--- config.mk ---
export PLATFORM = sky130hd
export DESIGN_NAME = spi_slave_if
export DESIGN_NICKNAME = d
export VERILOG_FILES = /design/src/rtl/spi_slave_if.sv
export SDC_FILE = /design/constraint.sdc
export NUM_CORES = 1
export LEC_CHECK = 0
export ABC_AREA = 0
export CAP_MARGIN = 20
export CORE_ASPECT_RATIO = 1.75
export CORE_MARGIN = 2
export CORE_UTILIZATION = 56
export CTS_CLUSTER_DIAMETER = 60
export DETAILED_ROUTE_END_ITERATION = 16
export PLACE_DENSITY_LB_ADDON = 0.2
export SYNTH_ARGS = -nofsm -noshare
export SYNTH_HDL_FRONTEND = slang
export SYNTH_SLANG_ARGS = --single-unit
--- constraint.sdc ---
create_clock -name clk -period 2.9 [get_ports clk]
set_clock_uncertainty 0.15 [all_clocks]
set_input_delay 0.87 -clock clk [delete_from_list [all_inputs] [get_ports clk]]
set_output_delay 0.87 -clock clk [all_outputs]
set_load 0.01 [all_outputs]
--- src/rtl/spi_slave_if.sv ---
// SPI mode-0 slave front end: oversamples the SPI pins in the clk domain, assembles
// MSB-first bytes with a one-cycle done strobe and shifts the controller's reply out on MISO.
module spi_slave_if #(
    parameter int unsigned SYNC_STAGES = 2
) (
    input  logic       clk,
    input  logic       rst,
    input  logic       spi_sclk,
    input  logic       spi_mosi,
    input  logic       spi_cs_n,
    output logic       spi_miso,
    input  logic [7:0] spi_byte_out,
    output logic [7:0] spi_byte_in,
    output logic       spi_cycle_done,
    output logic       spi_active
);

    localparam int unsigned BYTE_W = 8;
    localparam int unsigned CNT_W  = 3;

    logic [SYNC_STAGES-1:0] sclk_sync;
    logic [SYNC_STAGES-1:0] mosi_sync;
    logic [SYNC_STAGES-1:0] cs_sync;
    logic                   sclk_prev;
    logic                   cs_prev;

    logic sclk_s;
    logic mosi_s;
    logic cs_s;
    logic sclk_rise;
    logic sclk_fall;
    logic cs_fall;

    logic [BYTE_W-1:0] rx_shift, rx_nxt;
    logic [BYTE_W-1:0] tx_shift, tx_nxt;
    logic [CNT_W-1:0]  bit_cnt, cnt_nxt;
    logic              load_pending, load_nxt;
    logic [BYTE_W-1:0] byte_in_nxt;
    logic              done_nxt;
    logic              miso_nxt;
    logic              active_nxt;

    // Pin synchronizers plus one history flop for sclk and cs_n edge detection
    always_ff @(posedge clk or negedge rst) begin
        if (!rst) begin
            sclk_sync <= '0;
            mosi_sync <= '0;
            cs_sync   <= '1;
            sclk_prev <= 1'b0;
            cs_prev   <= 1'b1;
        end else begin
            sclk_sync <= {sclk_sync[SYNC_STAGES-2:0], spi_sclk};
            mosi_sync <= {mosi_sync[SYNC_STAGES-2:0], spi_mosi};
            cs_sync   <= {cs_sync[SYNC_STAGES-2:0], spi_cs_n};
            sclk_prev <= sclk_sync[SYNC_STAGES-1];
            cs_prev   <= cs_sync[SYNC_STAGES-1];
        end
    end

    assign sclk_s    = sclk_sync[SYNC_STAGES-1];
    assign mosi_s    = mosi_sync[SYNC_STAGES-1];
    assign cs_s      = cs_sync[SYNC_STAGES-1];
    assign sclk_rise = sclk_s & ~sclk_prev;
    assign sclk_fall = ~sclk_s & sclk_prev;
    assign cs_fall   = ~cs_s & cs_prev;

    // Next-state: deselect dominates, then frame start, then sclk sample/shift
    always_comb begin
        rx_nxt      = rx_shift;
        tx_nxt      = tx_shift;
        cnt_nxt     = bit_cnt;
        load_nxt    = load_pending;
        byte_in_nxt = spi_byte_in;
        done_nxt    = 1'b0;
        miso_nxt    = ~cs_s & tx_shift[BYTE_W-1];
        active_nxt  = ~cs_s;

        if (cs_s) begin
            cnt_nxt  = '0;
            load_nxt = 1'b0;
        end else if (cs_fall) begin
            tx_nxt  = spi_byte_out;
            cnt_nxt = '0;
            rx_nxt  = '0;
        end else if (sclk_rise) begin
            rx_nxt  = {rx_shift[BYTE_W-2:0], mosi_s};
            cnt_nxt = bit_cnt + CNT_W'(1);
            if (bit_cnt == CNT_W'(7)) begin
                byte_in_nxt = {rx_shift[BYTE_W-2:0], mosi_s};
                done_nxt    = 1'b1;
                load_nxt    = 1'b1;
            end
        end else if (sclk_fall) begin
            if (load_pending) begin
                tx_nxt   = spi_byte_out;
                load_nxt = 1'b0;
            end else begin
                tx_nxt = {tx_shift[BYTE_W-2:0], 1'b0};
            end
        end
    end

    always_ff @(posedge clk or negedge rst) begin
        if (!rst) begin
            rx_shift       <= '0;
            tx_shift       <= '0;
            bit_cnt        <= '0;
            load_pending   <= 1'b0;
            spi_byte_in    <= '0;
            spi_cycle_done <= 1'b0;
            spi_miso       <= 1'b0;
            spi_active     <= 1'b0;
        end else begin
            rx_shift       <= rx_nxt;
            tx_shift       <= tx_nxt;
            bit_cnt        <= cnt_nxt;
            load_pending   <= load_nxt;
            spi_byte_in    <= byte_in_nxt;
            spi_cycle_done <= done_nxt;
            spi_miso       <= miso_nxt;
            spi_active     <= active_nxt;
        end
    end

endmodule

==> results of run 1 <==
-- sequential cells by signal (all words and copies together) (netlist names) --
signal / flops
cs_sync: 2
rx_shift: 7
tx_shift: 8
bit_cnt: 3
mosi_sync: 2
spi_miso: 1
spi_cycle_done: 1
cs_prev: 1
sclk_sync: 2
sclk_prev: 1
load_pending: 1
spi_active: 1
spi_byte_in: 8
-- layout make-up --
type	count	share of cell area [%]
Clock buffer	7	4.66
Clock inverter	1	0.270
Inverter	2	0.405
Multi-Input combinational cell	66	29.1
Sequential cell	38	51.6
Tap cell	27	1.82
Timing Repair Buffer	23	12.2
-- per-layer routing --
layer	vias up	wire length (um)	GRT usage, %
met4	0	76	13.1
met3	8	114	5.45
met5	-	0	0
met1	440	963	21.2
li1	439	-	-
met2	21	1230	31.2
-- power by group --
group	switching [mW]	total, mW	internal (mW)
Sequential	0.0287	0.602	0.573
Clock	0.172	0.363	0.192
Combinational	0.0361	0.0985	0.0624
Total	0.237	1.06	0.827
-- stage by stage --
stage | setup WS (ns) | area (sq um) | std cells
after floorplan | 1.17 | 1530 | 112
after global placement | 0.850 | 1760 | 156
after detailed placement | 0.835 | 1760 | 156
after CTS | 0.688 | 1850 | 164
after global routing | 0.662 | 1850 | 164
final | 0.712 | 1850 | 164
-- logic make-up after synthesis --
family,Yosys count
mux,25
flops,38
simple gates,20
fa+ha+maj,2
xor+xnor,1
compound gates,18
buf+inv,8
-- cells in the mapped netlist (all sizes together) --
library cell,count
nor2,2
o21ai,9
xor2,1
dfrtp,35
o311a,1
clkbuf,3
mux2,22
nor2b,3
dfstp,3
inv,2
nand2,8
ha,2
a22oi,7
nor3b,1
mux2i,3
nor4,1
nand2b,2
nor3,3
buf,3
o21a,1
-- path summary, 6_finish.rpt --
path                                start        endpoint  cells after the start
max                        spi_byte_in[0]  spi_byte_in[0]                      1
min                          sclk_sync[0]    sclk_sync[1]                      0
max reg2reg                    bit_cnt[0]  spi_byte_in[2]                      5
min reg2reg                  sclk_sync[0]    sclk_sync[1]                      0
max in group asynchronous             rst     rx_shift[3]                      1
min in group asynchronous             rst     tx_shift[0]                      1
==> implementation parameters, run 1 <==
Parameter                              Value

Critical path
  Critical Path End Type ... output port
  Master of the slowest instance on the critical path ... sky130_fd_sc_hd__clkdlybuf4s50_1
  Kind of cell with the highest combined delay on the critical path ... buffers and inverters
  Required time of the worst setup path ... between 1.5 and 2 ns
  Kind of start point of the critical path ... register
  Critical path, cell by cell ... clkdlybuf4s50_1
  Delay of the slowest critical-path stage ... 0.54 ns
  Worst R2R Setup Slack ... between 0.9 and 1 ns
  Maximum net fanout on the critical path ... 2
  Setup CP Type ... reg2out
  Bufs and invs on worst path ... 1
  Critical Path AT ... around 1.2 ns

GRT
  Largest net degree at the start of global routing ... 39
  Initial antenna violation count ... 0
  Global-route wire length before repair ... between 4000 and 5000 um
  Total overflow reported by the global router ... 0
  Number of global-route vias before repair ... 981
  Gr usage total ... about a fifth

Clock tree
  Setup Fix Bufs, Post-CTS ... 0
  Clock tree from TritonCTS ... yes
  Number of buffers on the longest clock path ... 2
  Number of hold buffers added after CTS ... 0
  H-tree depth ... 2
  Cell chosen for the clock root ... sky130_fd_sc_hd__clkbuf_8
  Insertion delay of the later-clocked pin in the worst-skew pair ... just under 0.3 ns
  CTS sink cnt ... 38
  CTS-repair resized insts ... 0
  TritonCTS Buffers ... 5
  Clock slew at reported path FFs ... ~0.070 ns

Timing
  Achievable Freq ... about 460 MHz
  RSZ-0062 raised after global routing ... false
  Final TNS setup ... 0 ns
  Count of final setup violators ... 0
  Rel. slew slack ... 45.6%
  Transition time of the tightest slew-check pin ... 0.815 ns
  Number of endpoints with negative hold slack in the final report ... 0
  Part of the cycle the worst path needs ... about three quarters
  Min Tclk post-route ... approximately 2.2 ns
  Hold Slack ... around 0.19 ns
  Final number of max-transition violations ... 0

Power and ir drop
  Static leakage ... between 0.8 and 0.9 nW
  Max rail drop VDD ... between 400 and 500 uV
  Power density of the placed cells ... roughly 570 nW/um^2
  Power after layout ... approximately 1.1 mW

Synthesis
  Compound-cell area share of the yosys netlist ... around 7.5%
  Proportion of synthesized chip area in sequential cells ... 62.5%
  Average cell area after synthesis ... around 14 sq um
  Library cell occupying the most area in the post-synthesis netlist ... sky130_fd_sc_hd__dfrtp_1
  Mapped Cells ... roughly 110
  Ranking of synthesized cells by area ... sky130_fd_sc_hd__dfrtp_1 57%, sky130_fd_sc_hd__mux2_2 13%, sky130_fd_sc_hd__dfstp_2 5.2%
  Share of synthesized cell area in full adder, half adder and majority cells ... 1.64%
  Xor and xnor fraction of the mapped netlist area ... less than 1%
  Main combinational cell family by area after synthesis ... multiplexers
  Warning count from the yosys run ... 0
  Number of library cell types mapped by synthesis ... 22
  Share of cell area taken by muxes after synthesis ... between 10% and 20%
  Share of the synthesized area in the top cell type ... a little under three fifths
  Net count of the mapped netlist ... roughly 130
  Number of synthesized register bits ... 38
  Area share of and/or/nand/nor cells after synthesis ... under 10%
  Total standard cell area after synthesis ... roughly 1500 sq um

Finish
  Net count, final ... between 150 and 200
  Filler cells ... 200
  Core Util, Final ... just under 70%
  Most frequent cells in the layout ... 35 x sky130_fd_sc_hd__dfrtp_1, 22 x sky130_fd_sc_hd__clkdlybuf4s50_1, 18 x sky130_fd_sc_hd__mux2_2
  Area used by multi-input combinational logic ... 539 sq um
  Flip-flop and latch area ... about 950 sq um
  Leading cell type in the layout, fill and taps excluded ... sky130_fd_sc_hd__dfrtp_1
  Syn-to-layout area delta ... 21.3%
  Ratio of cells with drive above 1 in the final layout ... a little over a fifth
  Number of inserted diodes ... 0

Route
  Post-DR wirelength/cell ... about 15 um
  Violation count after the first detailed-routing iteration ... 21
  Total wire length after detailed routing ... approximately 2400 um
  Iteration count of the initial detailed-routing pass ... 4
  Vias post-DR ... around 910
  Number of remaining DRC errors ... 0
  Avg Vias per Cell ... 5.54
  Antenna-violating nets left ... 0

Die
  Core area ... around 2700 sq um
  Effective utilization at floorplan ... 57.4%
  Ports placed on the boundary ... 24
  Die Y ... approximately 73 um
  Die Width ... 43.5 um
  Die outline area ... between 3000 and 4000 sq um
  Number of standard-cell rows in the floorplan ... 25

Placed design
  Global placer's final weighted congestion ... ~0.74
  Total half-perimeter wirelength after legalization and detailed placement ... ~1600 um
  Port buffer count ... 23

Job
  Max-capacitance violation count ... 0

Hold path
  Path type of the worst min-delay path ... reg2reg

Outcome
  Run status ... finished, final reports clean
Note: power is estimated with default switching activity, not from simulation.
==> run 2: changes to the inputs <==
- CORE_UTILIZATION: 56 -> 52
- clock period: 2.9 -> 2.1 ns (I/O delays scaled with it)
==> implementation parameters, run 2 (same netlist as run 1, synthesis figures left out) <==
Parameter                              Value

Route
  Avg Vias per Cell ... 5.57 (was 5.54)
  Post-DR wirelength/cell ... 14.4 um (was 14.5 um)
  Total wire length after detailed routing ... 2420 um (was 2380 um)
  Violation count after the first detailed-routing iteration ... 38 (was 21)
  Vias post-DR ... 936 (was 908)
  Antenna-violating nets left ... 0 (unchanged)
  Number of remaining DRC errors ... 0 (unchanged)
  Iteration count of the initial detailed-routing pass ... 2 (was 4)

Outcome
  Run status ... finished, final reports clean (unchanged)

Timing
  Final TNS setup ... 0 ns (unchanged)
  Part of the cycle the worst path needs ... 93.1%
  Final number of max-transition violations ... 0 (unchanged)
  Transition time of the tightest slew-check pin ... 0.812 ns (was 0.815 ns)
  Achievable Freq ... about 510 MHz
  Rel. slew slack ... 45.7% (was 45.6%)
  Number of endpoints with negative hold slack in the final report ... 0 (unchanged)
  Min Tclk post-route ... 1.96 ns
  Count of final setup violators ... 0 (unchanged)
  Hold Slack ... 0.207 ns (was 0.192 ns)
  RSZ-0062 raised after global routing ... false (unchanged)

Die
  Effective utilization at floorplan ... 53.3% (was 57.4%)
  Core area ... 2860 sq um (was 2660 sq um)
  Die Y ... 75.7 um (was 73.1 um)
  Die Width ... 45.0 um (was 43.5 um)
  Ports placed on the boundary ... 24 (unchanged)
  Die outline area ... 3400 sq um (was 3180 sq um)
  Number of standard-cell rows in the floorplan ... 26 (was 25)

Hold path
  Path type of the worst min-delay path ... reg2reg (unchanged)
  Launch point of the worst hold path ... cs_sync[0] (was sclk_sync[0])

Finish
  Ratio of cells with drive above 1 in the final layout ... 22.9% (was 21.9%)
  Net count, final ... 154 (was 151)
  Number of inserted diodes ... 0 (unchanged)
  Most frequent cells in the layout ... 35 x sky130_fd_sc_hd__dfrtp_1, 23 x sky130_fd_sc_hd__clkdlybuf4s50_1, 18 x sky130_fd_sc_hd__mux2_2 (was 35 x sky130_fd_sc_hd__dfrtp_1, 22 x sky130_fd_sc_hd__clkdlybuf4s50_1, 18 x sky130_fd_sc_hd__mux2_2)
  Leading cell type in the layout, fill and taps excluded ... sky130_fd_sc_hd__dfrtp_1 (unchanged)
  Number of standard cells in the final layout excluding fillers ... 168 (was 164)
  Registers with the most flip-flops ... spi_byte_in: 8 flops, tx_shift: 8 flops, rx_shift: 7 flops (unchanged)
  Summed area of non-filler cells in the final layout ... 1890 sq um (was 1850 sq um)
  Core Util, Final ... 66.1% (was 69.6%)
  Syn-to-layout area delta ... 24.0% (was 21.3%)

Power and ir drop
  Power density of the placed cells ... 777 nW/um^2 (was 575 nW/um^2)
  Max rail drop VDD ... 686 uV (was 444 uV)
  Static leakage ... 0.846 nW (was 0.826 nW)

Clock tree
  H-tree depth ... 2 (unchanged)
  CTS-repair resized insts ... 0 (unchanged)
  Clock slew at reported path FFs ... 0.07 ns (about the same)
  TritonCTS Buffers ... 5 (unchanged)
  Cell chosen for the clock root ... sky130_fd_sc_hd__clkbuf_8 (unchanged)
  Insertion delay of the later-clocked pin in the worst-skew pair ... 0.28 ns (was 0.29 ns)
  Setup Fix Bufs, Post-CTS ... 0 (unchanged)
  Number of hold buffers added after CTS ... 0 (unchanged)
  Number of buffers on the longest clock path ... 2 (unchanged)
  Clock tree from TritonCTS ... yes (unchanged)
  CTS sink cnt ... 38 (unchanged)

Critical path
  Required time of the worst setup path ... 1.32 ns (was 1.88 ns)
  Setup CP Type ... reg2out (unchanged)
  Maximum net fanout on the critical path ... 2 (unchanged)
  Bufs and invs on worst path ... 1 (unchanged)
  Worst reg2reg path startpoint ... cs_sync[1] (was bit_cnt[0])
  Crit. Startpoint ... spi_byte_in[0] (unchanged)
  Critical path, cell by cell ... clkdlybuf4s50_1 (unchanged)
  Critical Path End Type ... output port (unchanged)
  Master of the slowest instance on the critical path ... sky130_fd_sc_hd__clkdlybuf4s50_1 (unchanged)
  Critical Path AT ... 1.18 ns (was 1.17 ns)
  Kind of start point of the critical path ... register (unchanged)
  Kind of cell with the highest combined delay on the critical path ... buffers and inverters (unchanged)
  Delay of the slowest critical-path stage ... 0.54 ns (about the same)

Placed design
  Global placer's final weighted congestion ... 0.735 (was 0.736)
  Port buffer count ... 23 (unchanged)
  Count of placed standard cells including taps ... 160 (was 156)
  Post-detailed-placement cell area ... 1800 sq um (was 1760 sq um)
  Total half-perimeter wirelength after legalization and detailed placement ... 1650 um (was 1630 um)

GRT
  Number of global-route vias before repair ... 984 (was 981)
  Initial antenna violation count ... 0 (unchanged)
  Met3 layer usage reported by global route ... 4.50% (was 5.45%)
  Gr usage total ... 17.1% (was 19.2%)
  Global-route wire length before repair ... 4070 um (was 4380 um)
  Highest-utilization routing layer at the global route stage ... met2 (unchanged)
  Total overflow reported by the global router ... 0 (unchanged)
  M2 GR Usage ... 30.6% (was 31.2%)
  Largest net degree at the start of global routing ... 39 (unchanged)
  Global Route met1 Usage ... 16.7% (was 21.2%)

Job
  Max-capacitance violation count ... 0 (unchanged)
run 2: cell types whose count changed in the layout (fill, tap and decap cells not counted), sizes merged:
cell	before	now
clkdlybuf4s50	22	23
buf	1	3
run 2: cell type report:
class | instances | area (sq um)
clock buffer | 7 | 86.3
clock inverter | 1 | 5.00
fill | 227 | 970
inverter | 2 | 7.51
multi-input combinational | 66 | 539
sequential | 38 | 955
tap | 28 | 35.0
timing repair buffer | 26 | 265
run 2: path summary, 6_finish.rpt:
kind	endpoint	slack, ns	cells past startpoint
worst min-delay path	cs_sync[1]	0.21	0
worst max register to register	rx_shift[3]	0.31	3
max in group asynchronous	cs_sync[0]	0.98	2
worst max-delay path	spi_byte_in[0]	0.14	1
min in group asynchronous	spi_active	0.57	2
worst min register to register	cs_sync[1]	0.21	0
run 2: metal layers:
metal | vias up | share of wire [%]
li1 | 444 | -
met3 | 5 | 4.0
met2 | 19 | 54
met1 | 468 | 39
met4 | 0 | 2.9
met5 | - | 0
run 2: power breakdown:
part	internal [mW]	switching, mW	leakage, nW
Clock	0.264	0.231	0.0482
Combinational	0.0922	0.0499	0.308
Sequential	0.792	0.0412	0.490
run 2: per-stage QoR:
stage | power [mW] | setup slack (ns)
2_1_floorplan | 0.922 | 0.368
3_5_place_dp | 0.994 | 0.285
5_1_grt | 1.54 | 0.0992
6_report | 1.47 | 0.144
3_3_place_gp | 0.986 | 0.294
4_1_cts | 1.49 | 0.129
